--- config.mk ---
export PLATFORM = sky130hd
export DESIGN_NAME = life_sequencer_8x8
export DESIGN_NICKNAME = d
export VERILOG_FILES = /design/src/rtl/life_pkg.sv /design/src/rtl/life_gen_timer.sv /design/src/rtl/life_sequencer_8x8.sv
export SDC_FILE = /design/constraint.sdc
export NUM_CORES = 1
export LEC_CHECK = 0
export CORE_MARGIN = 5
export CORE_UTILIZATION = 47
export DETAILED_ROUTE_END_ITERATION = 8
export GPL_ROUTABILITY_DRIVEN = 0
export PLACE_DENSITY = 0.78
export SLEW_MARGIN = 20
export SYNTH_ARGS = -nofsm -noshare
export SYNTH_HDL_FRONTEND = slang
export SYNTH_SLANG_ARGS = --single-unit
--- constraint.sdc ---
create_clock -name clk -period 3.5 [get_ports clk]
set_input_delay 0.525 -clock clk [delete_from_list [all_inputs] [get_ports clk]]
set_output_delay 0.525 -clock clk [all_outputs]
set_load 0.01 [all_outputs]
--- src/rtl/life_pkg.sv ---
// Shared definitions for the 8x8 life sequencer: state encoding and tile geometry.
package life_pkg;

   localparam int TILE_CNT  = 4;
   localparam int TILE_BITS = 16;

   typedef enum logic [1:0] {
      S_IDLE = 2'd0,
      S_LOAD = 2'd1,
      S_RUN  = 2'd2
   } state_t;

endpackage

--- src/rtl/life_gen_timer.sv ---
// Generation timer: counts 0..GEN_PERIOD-1 while enabled, wraps with a terminal-count pulse.
module life_gen_timer #(
   parameter int GEN_PERIOD = 25000000,
   parameter int CNT_W      = 25
) (
   input  logic clk,
   input  logic reset,
   input  logic i_clear,
   input  logic i_enable,
   output logic o_tc
);

   logic [CNT_W-1:0] r_count;
   logic             w_at_end;

   assign w_at_end = (r_count == CNT_W'(GEN_PERIOD - 1));
   // Clear wins so a step is never issued in the cycle the timer is being restarted.
   assign o_tc     = i_enable & ~i_clear & w_at_end;

   always_ff @(posedge clk or posedge reset) begin
      if (reset) begin
         r_count <= '0;
      end else if (i_clear) begin
         r_count <= '0;
      end else if (i_enable) begin
         r_count <= w_at_end ? '0 : r_count + CNT_W'(1);
      end
   end

endmodule

--- src/rtl/life_sequencer_8x8.sv ---
// Sequencer for an external 8x8 life array: pattern load, timed/single generation steps, tile readout.
//   state  | meaning
//   S_IDLE | stopped; single_step allowed
//   S_LOAD | accepting 4 tile words, stepping suppressed
//   S_RUN  | free-running steps every GEN_PERIOD cycles
module life_sequencer_8x8
   import life_pkg::*;
#(
   parameter int GEN_PERIOD = 25000000,
   parameter int CNT_W      = 25
) (
   input  logic                 clk,
   input  logic                 reset,
   input  logic                 run,
   input  logic                 single_step,
   input  logic                 load_start,
   input  logic [TILE_BITS-1:0] load_data,
   input  logic                 load_valid,
   output logic                 load_ready,
   input  logic                 rd_req,
   input  logic [1:0]           rd_tile,
   output logic [TILE_BITS-1:0] rd_data,
   output logic [TILE_BITS-1:0] rd_data_prev,
   output logic                 rd_valid,
   output logic [TILE_BITS-1:0] arr_vali,
   output logic [1:0]           arr_vali_selector,
   output logic                 arr_write_enb,
   output logic                 arr_step,
   output logic [1:0]           arr_valo_selector,
   input  logic [TILE_BITS-1:0] arr_valo,
   input  logic [TILE_BITS-1:0] arr_valo_prev,
   output logic                 busy,
   output logic [15:0]          gen_count
);

   state_t               r_state;
   state_t               w_state_nxt;
   logic [1:0]           r_word_idx;
   logic [TILE_BITS-1:0] r_arr_vali;
   logic [1:0]           r_arr_vali_sel;
   logic                 r_arr_write_enb;
   logic                 r_arr_step;
   logic [15:0]          r_gen_count;
   logic [1:0]           r_arr_valo_sel;
   logic                 r_rd_pend;
   logic                 r_rd_valid;
   logic [TILE_BITS-1:0] r_rd_data;
   logic [TILE_BITS-1:0] r_rd_data_prev;

   logic w_accept;
   logic w_last_word;
   logic w_tmr_clear;
   logic w_tmr_en;
   logic w_tc;
   logic w_single;
   logic w_step_req;

   always_comb begin
      w_state_nxt = r_state;
      w_accept    = (r_state == S_LOAD) && load_valid;
      w_last_word = w_accept && (r_word_idx == 2'(TILE_CNT - 1));
      case (r_state)
         S_IDLE:  if (load_start) w_state_nxt = S_LOAD;
                  else if (run)   w_state_nxt = S_RUN;
         S_RUN:   if (load_start) w_state_nxt = S_LOAD;
                  else if (!run)  w_state_nxt = S_IDLE;
         S_LOAD:  if (w_last_word) w_state_nxt = run ? S_RUN : S_IDLE;
         default: w_state_nxt = S_IDLE;
      endcase
   end

   // Timer only runs while staying in RUN; any entry or exit restarts it from 0.
   assign w_tmr_en    = (r_state == S_RUN);
   assign w_tmr_clear = !((r_state == S_RUN) && (w_state_nxt == S_RUN));
   assign w_single    = (r_state == S_IDLE) && !run && single_step && !load_start;
   assign w_step_req  = w_tc | w_single;

   life_gen_timer #(
      .GEN_PERIOD (GEN_PERIOD),
      .CNT_W      (CNT_W)
   ) u_gen_timer (
      .clk      (clk),
      .reset    (reset),
      .i_clear  (w_tmr_clear),
      .i_enable (w_tmr_en),
      .o_tc     (w_tc)
   );

   always_ff @(posedge clk or posedge reset) begin
      if (reset) begin
         r_state         <= S_IDLE;
         r_word_idx      <= '0;
         r_arr_vali      <= '0;
         r_arr_vali_sel  <= '0;
         r_arr_write_enb <= 1'b0;
         r_arr_step      <= 1'b0;
         r_gen_count     <= '0;
         r_arr_valo_sel  <= '0;
         r_rd_pend       <= 1'b0;
         r_rd_valid      <= 1'b0;
         r_rd_data       <= '0;
         r_rd_data_prev  <= '0;
      end else begin
         r_state         <= w_state_nxt;
         r_arr_write_enb <= w_accept;
         if (w_accept) begin
            r_arr_vali     <= load_data;
            r_arr_vali_sel <= r_word_idx;
            r_word_idx     <= r_word_idx + 2'd1;
         end else if (r_state != S_LOAD) begin
            r_word_idx     <= '0;
         end
         r_arr_step <= w_step_req;
         if (w_step_req) r_gen_count <= r_gen_count + 16'd1;
         // Capture samples the array before any coincident step takes effect.
         r_rd_valid <= r_rd_pend;
         if (r_rd_pend) begin
            r_rd_data      <= arr_valo;
            r_rd_data_prev <= arr_valo_prev;
            r_rd_pend      <= 1'b0;
         end else if (rd_req) begin
            r_arr_valo_sel <= rd_tile;
            r_rd_pend      <= 1'b1;
         end
      end
   end

   assign load_ready        = (r_state == S_LOAD);
   assign busy              = (r_state != S_IDLE);
   assign arr_vali          = r_arr_vali;
   assign arr_vali_selector = r_arr_vali_sel;
   assign arr_write_enb     = r_arr_write_enb;
   assign arr_step          = r_arr_step;
   assign gen_count         = r_gen_count;
   assign arr_valo_selector = r_arr_valo_sel;
   assign rd_valid          = r_rd_valid;
   assign rd_data           = r_rd_data;
   assign rd_data_prev      = r_rd_data_prev;

endmodule

=== Yosys cells after proc, flatten, opt, wreduce, memory -nomap -nowiden ===
Index checks and enable logic that the tools add are counted.

* Register bits after elaboration: 101
* Bits of input ports: 57
* Output and inout port bits: 73
* Logic and storage cells: 53

* Add/subtract/negate cells: 3
* Equal/unequal tests: 7
* Muxes and demuxes: 14
* Bitwise operators: 4
* Reduce and logical (&&, ||, !) cells: 12

{| class="wikitable"
|+ Operators with widths
! operator !! count
|-
| $mux W25 || 3
|-
| $add A25 B1 Y25 const B || 1
|-
| $eq A25 B25 Y1 const B || 1
|-
| $add A16 B1 Y16 const B || 1
|-
| $mux W2 || 8
|-
| $eq A2 B2 Y1 const B || 3
|-
| $logic_and A1 B1 Y1 || 6
|-
| $pmux W2 S3 || 1
|-
| $ne A2 B1 Y1 const B || 2
|-
| $reduce_bool A2 Y1 || 2
|-
| $add A2 B1 Y2 const B || 1
|-
| $and A1 B1 Y1 || 2
|-
| $eq A2 B1 Y1 const B || 1
|-
| $logic_not A1 Y1 || 2
|-
| $logic_not A2 Y1 || 1
|-
| $mux W1 || 2
|-
| $reduce_and A2 Y1 || 1
|-
| $not A1 Y1 || 1
|-
| $or A1 B1 Y1 || 1
|}

=== Logic depth before layout (Yosys ltp) ===
Gate-level depths: netlist (run 1).

* Word-level depth: 10
* Mapped depth: 8
* Mapped depth without buffers: 6

=== Hierarchy ===
Synthesis (run 1) repeated with hierarchy kept, for this count alone.

* Cell total of the unflattened synthesis: 369
* Area total of the unflattened synthesis: 4491.8 um^2

{| class="wikitable"
|+ Modules (own cells, without submodules)
! module !! times used !! cells an instance !! area each (um^2)
|-
| life_sequencer_8x8 || 1 || 197 || 2974.1
|-
| life_gen_timer || 1 || 172 || 1517.7
|}

=== Worst setup path after synthesis (run 1) ===
Ideal clock, no wire load.

* Path kind: reg-to-reg
* From: register u_gen_timer.r_count[0]
* To: register u_gen_timer.r_count[11]
* Setup time: 0.072 ns
* Data arrival time: 1.774 ns
* Required time: 3.428 ns
* Setup slack: 1.654 ns
* Stages on the path, launching flop included: 9
* Path buffers: 2
* Period minus slack after synthesis: 1.846 ns
* Cell sequence: dfrtp_1 ha_1 and3_1 nand4_1 nor2_1 or4_1 buf_4 buf_4 nor2_1

* Cells in the longest elaborated chain, start to end: 4

{| class="wikitable"
|+ Ends and longest elaborated chain
! what !! RTL line !! source
|-
| from (decl) || life_gen_timer.sv:13 || <nowiki>logic [CNT_W-1:0] r_count;</nowiki>
|-
| from (signal assigned) || life_gen_timer.sv:26 || <nowiki>r_count <= w_at_end ? '0 : r_count + CNT_W'(1);</nowiki>
|-
| $add A25 B1 Y25 / $eq A25 B25 Y1 (equally long branches) || life_gen_timer.sv:26, life_gen_timer.sv:16 ||
|-
| $mux W25 (*) || life_gen_timer.sv:26 ||
|-
| $mux W25 (*) || life_gen_timer.sv:25 || <nowiki>end else if (i_enable) begin</nowiki>
|-
| $mux W25 (*) || life_gen_timer.sv:23 || <nowiki>end else if (i_clear) begin</nowiki>
|}

Mark *: on every way between the ends. The rest lies on a longest branch, timed or not. The select of a mux whose other input is x is not followed.
A chain may end at the register's enable or synchronous reset.

=== Final worst setup path (run 1) ===
* From: register u_gen_timer.r_count[0]
* To: register u_gen_timer.r_count[15]

Same word-level chain as after synthesis.

==> results of run 1 <==
==> worst register-to-register path: stages, from the launching register on <==
cell and delay, ns:
dfrtp_1 0.43, ha_1 0.29, and3_1 0.20, nand4_1 0.13, nor2_1 0.06, or4_1 0.82, nor2_1 0.25
==> cells in the mapped netlist (all sizes together) <==
cell / number
xor2: 21
and4: 3
inv: 8
dfrtp: 101
ha: 3
nand2: 13
or4: 3
xnor2: 18
and3: 2
o21a: 1
nand3b: 1
buf: 8
and2: 1
clkbuf: 4
nand2b: 2
a21oi: 2
mux2: 54
nor3b: 1
nor4b: 4
nand3: 12
nand4b: 1
nor3: 14
nor2: 41
mux2i: 1
nand4: 9
or2: 1
nor4: 3
nor2b: 2
==> state kept, by name (all words and copies together), names as in the netlist, 16 cells and up <==
name and flops:
u_gen_timer.r_count 25, rd_data 16, gen_count 16, rd_data_prev 16, arr_vali 16
==> routing by layer <==
| metal | share of wire (%) | track usage (%) | routed length, um |
|---|---|---|---|
| met1 | 45 | 24.8 | 4540 |
| met2 | 46 | 30.1 | 4640 |
| met3 | 7.2 | 5.04 | 719 |
| met4 | 1.2 | 5.83 | 122 |
| met5 | 0 | 0 | 0 |
==> power groups by stage <==
stage                     registers, W  clock network (W)  logic (W)
after floorplan                0.00157                  0   0.000288
after global placement         0.00149                  0   0.000870
after detailed placement       0.00150                  0   0.000895
after CTS                      0.00148           0.000738   0.000898
after global routing           0.00150           0.000780   0.000943
final                          0.00147           0.000716   0.000880
==> worst max path at each step <==
stage	from	end	depth (start not counted)
global route	u_gen_timer.r_count[0]$_DFFE_PP0P_	u_gen_timer.r_count[1]$_DFFE_PP0P_	6
finish	u_gen_timer.r_count[0]$_DFFE_PP0P_	u_gen_timer.r_count[15]$_DFFE_PP0P_	6
detailed placement	load_start	gen_count[15]$_DFFE_PP0P_	6
CTS	u_gen_timer.r_count[0]$_DFFE_PP0P_	u_gen_timer.r_count[12]$_DFFE_PP0P_	6
global placement	load_start	gen_count[15]$_DFFE_PP0P_	6
floorplan	reset	arr_step$_DFF_PP0_	1
==> cell type report <==
class / instances / area, um2 / share of cell area [%]
flip-flops and latches: 101 / 2530 / 42.8
clock inverters: 7 / 67.6 / 1.14
multi-input cells: 213 / 1700 / 28.7
repair buffers: 131 / 1320 / 22.3
inverters: 8 / 32.5 / 0.551
clock buffers: 9 / 124 / 2.10
well taps: 111 / 139 / 2.35
==> cell families (layout without fill, tap and decap cells) <==
kind of cell / after synthesis / after routing
and+or+nand+nor: 113 / 113
xor gates and xnor gates: 39 / 39
AOI/OAI and AO/OA: 3 / 3
muxes: 55 / 55
adders and majority gates: 3 / 3
DFF: 101 / 101
buffers and inverters: 20 / 155
==> per-stage QoR <==
step	power (W)	setup slack [ns]	hold WS, ns
floorplan	0.00186	0.328	0.352
global placement	0.00236	1.16	0.451
detailed placement	0.00240	1.09	0.459
CTS	0.00311	1.22	0.472
global route	0.00323	1.07	0.497
finish	0.00307	1.23	0.467
==> out/qor.txt, run 1 <==
flop2flop setup slack = 1.23 ns
Mapped Cells = 334
worst skew pair latency = 0.38 ns
core area = 9110 um2
XOR/XNOR Fraction of Synth Area = 7.87%
Routed Antenna Nets = 0
Post-DP HPWL = 7530 um
CTS root buf = clkbuf_8
Max Cap Viol = 0
DRC viols = 0
Post-Syn Area per Cell = 13.0 um2
adder-cell area share of the yosys netlist = 0.865%
post-synth top area cell = dfrtp_1
Die H = 106 um
Max Slew Vio Count = 0
final net count = 524
worst hold endpoint = r_rd_pend$_DFF_PP0_
Ports = 130
clk_skew = 0.0123 ns
Util after Layout = 64.8%
Final Critical Period = 2.27 ns
clk buf depth = 2
switch share = 29.4%
Leakage = 2.40 nW
placement row count = 35
Crit Path Class = reg2reg
type of destination of the critical path = flip-flop
post-synthesis compound-gate area fraction = 0.577%
most frequent cells in the layout = clkdlybuf4s50_1, dfrtp_1, mux2_2, nor2_1, xor2_1
Hold Violations, Final = 0
CP peak stage delay = 0.82 ns
VDD IR max = 0.000289 V
sequential fraction of the synthesis area = 58.3%
PwrDens = 520 nW/um2
Required @ worst endpoint = 3.79 ns
Net Switching = 0.000904 W
initial core utilization = 47.6%
final WL = 10,000 um
worst-margin pin slew = 0.879 ns
share of cells above drive strength 1 = 18.8%
Sequential Power Share = 48.0%
post-synthesis net count = 394
Clock Power Share = 23.3%
DR iter-0 viols = 94
PostCTS Resize Cnt = 0
first-pass GRT wire length = 16,500 um
worst reg2reg startpoint = u_gen_timer.r_count[0]$_DFFE_PP0P_
hold_buf cts = 0
hold crit path type = reg2reg
Yosys top cell area share = 58.3%
CTS clk-pin slew, worst paths = 0.10 ns
outcome = complete, no violations
Post-CTS Repair Setup Buffers = 0
cts bufs inserted = 9
GR Overflow Total = 0
Post-Synth Simple-Gate Area = 15.6%
top cells by area, synth = dfrtp_1, mux2_2, xor2_1
pin count of the biggest net entering global routing = 59
Die Area = 11,300 um2
Comb power frac = 28.7%
mux cell area share after synthesis = 14.2%
Die W = 106 um
Worst setup SP type = flip-flop
Placed Cells = 564
WP buf/inv = 0
H-tree Lvls = 3
P&R area growth vs syn = 36.2%
Reg2Reg Depth = 6
area post-placement = 5720 um2
RSZ-0062 raised after global routing = false
CTS tree = yes
Hold Path Stages = 1
crit path cell chain = ha_1 > and3_1 > nand4_1 > nor2_1 > or4_1 > nor2_1
Setup TNS = 0 ns
FF-to-FF End = u_gen_timer.r_count[15]$_DFFE_PP0P_
YS warnings = 0
clk sinks = 101
port bufs = 129
crit path DAT = 2.56 ns
slew margin rel. = 41.4%
Synth Register Bits = 101
WL/cell = 17.3 um
Mapped Area = 4340 um2
Largest delay share family, worst path = simple AND/OR/NAND/NOR gates
Post-Layout Inst Area = 5910 um2
CP max-delay cell = or4_1
vias per cell = 5.15
fmax = 0.441 GHz
final non-filler cell total = 580
TritonRoute pass-1 iters = 4
Hold Startpoint = r_rd_pend$_DFF_PP0_
All-Layer GR Usage = 18.7%
P_int = 0.00217 W
commonest non-fill, non-tap cell in the layout = clkdlybuf4s50_1
main combinational cell family by area after synthesis = simple AND/OR/NAND/NOR gates
period utilization = 64.8%
vias post-DR = 2,987
final setup vio count = 0
antenna cell count = 0
vias in the first global route = 3,116
# fillers = 696
CP Max Fanout = 25
cell with the most instances on the worst path = nor2_1
initial antenna violation count = 0
Synth cell types = 40
Note: power is estimated with default switching activity, not from simulation.
==> run 2, diff against run 1 <==
- clock period: 3.5 -> 2.35 ns (I/O delays scaled with it)
==> out/qor.txt, run 2 (synthesis results as in run 1) <==
Max Slew Vio Count = 0
All-Layer GR Usage = 18.1%
final setup vio count = 0
DRC viols = 0
Setup TNS = 0 ns
most frequent cells in the layout = clkdlybuf4s50_1, dfrtp_1, mux2_2, nor2_1, xor2_1
Util after Layout = 65.8%
initial antenna violation count = 0
WP buf/inv = 0
port bufs = 129
final net count = 530
# fillers = 699
vias per cell = 5.10
TritonRoute pass-1 iters = 4
first-pass GRT wire length = 16,300 um
clk buf depth = 2
antenna cell count = 0
Worst setup SP type = flip-flop
CP Max Fanout = 15
CP max-delay cell = dfrtp_1
slew margin rel. = 68.3%
Leakage = 2.44 nW
hold crit path type = in2async
final WL = 9700 um
Largest delay share family, worst path = simple AND/OR/NAND/NOR gates
CTS root buf = clkbuf_8
Max Cap Viol = 0
clk sinks = 101
outcome = complete, no violations
crit path cell chain = nor4b_1 > nand4b_1 > o21a_4 > nor3_4 > mux2_1
Post-CTS Repair Setup Buffers = 0
Final Critical Period = 2.02 ns
share of cells above drive strength 1 = 19.6%
vias in the first global route = 3,154
most flop-heavy register = u_gen_timer.r_count
CTS clk-pin slew, worst paths = 0.10 ns
hold_buf cts = 0
commonest non-fill, non-tap cell in the layout = clkdlybuf4s50_1
Die H = 106 um
WL/cell = 16.5 um
worst-margin pin slew = 0.476 ns
cts bufs inserted = 9
PostCTS Resize Cnt = 0
RSZ-0062 raised after global routing = false
worst skew pair latency = 0.36 ns
type of destination of the critical path = flip-flop
Hold Violations, Final = 0
period utilization = 85.8%
max reg flops = 25
PwrDens = 796 nW/um2
CTS tree = yes
DR iter-0 viols = 119
fmax = 0.496 GHz
clk_skew = 0.0118 ns
VDD IR max = 0.000448 V
total power = 0.00477 W
Ports = 130
Crit Path Class = reg2reg
P&R area growth vs syn = 38.2%
Die Area = 11,300 um2
Die W = 106 um
Routed Antenna Nets = 0
initial core utilization = 47.6%
placement row count = 35
H-tree Lvls = 3
core area = 9110 um2
vias post-DR = 2,987
Post-DP HPWL = 7170 um
crit path DAT = 2.26 ns
CP peak stage delay = 0.46 ns
pin count of the biggest net entering global routing = 73
GR Overflow Total = 0
Required @ worst endpoint = 2.60 ns
-- run 2: metal layers --
layer  vias to the layer above  routed length (um)  GRT usage [%]
li1                       1411                   -              -
met1                      1456                4520           25.3
met2                       106                4420           28.2
met3                        14                 629           4.86
met4                         0                 121           4.44
met5                         -                   0              0
-- run 2: worst paths after layout --
path	to	slack, ns	startpoint	cells after the start
max	gen_count[1]$_DFFE_PP0P_	0.33	u_gen_timer.r_count[6]$_DFFE_PP0P_	5
min	rd_data_prev[6]$_DFFE_PP0P_	0.44	reset	3
max reg2reg	gen_count[1]$_DFFE_PP0P_	0.33	u_gen_timer.r_count[6]$_DFFE_PP0P_	5
min reg2reg	gen_count[15]$_DFFE_PP0P_	0.48	gen_count[15]$_DFFE_PP0P_	1
max in group asynchronous	u_gen_timer.r_count[5]$_DFFE_PP0P_	1.60	reset	3
min in group clk	gen_count[15]$_DFFE_PP0P_	0.48	gen_count[15]$_DFFE_PP0P_	1
-- run 2: metrics by stage --
| stage | hold WS (ns) | worst slack [ns] | cells | area [um2] |
|---|---|---|---|---|
| after CTS | 0.453 | 0.307 | 586 | 5990 |
| after global placement | 0.460 | 0.305 | 570 | 5760 |
| final | 0.441 | 0.333 | 586 | 5990 |
| after detailed placement | 0.464 | 0.279 | 570 | 5760 |
| after global routing | 0.486 | 0.194 | 586 | 5990 |
| after floorplan | 0.352 | 0.504 | 334 | 4340 |
-- run 2: worst min-delay path: cells and delay by family --
kind,cells,cell delay (ns)
buffers and inverters,3,0.86
-- run 2: cell type report --
cell class / instances / area, um2 / share of cell area [%]
sequential: 101 / 2530 / 42.2
tap: 111 / 139 / 2.32
timing repair buffer: 137 / 1360 / 22.8
clock inverter: 4 / 77.6 / 1.29
clock buffer: 12 / 155 / 2.59
inverter: 8 / 33.8 / 0.564
multi-input combinational: 213 / 1700 / 28.3
-- run 2: power by group --
part	switching [W]	total [W]	internal [W]
clock network	0.000592	0.00126	0.000665
logic	0.000502	0.00131	0.000810
registers	0.000181	0.00220	0.00202
==> run 3, diff against run 2 <==
- CTS_CLUSTER_DIAMETER: unset -> 30
==> results of run 3 <==
Final layout, timing and power as in run 2 (identical DEF).
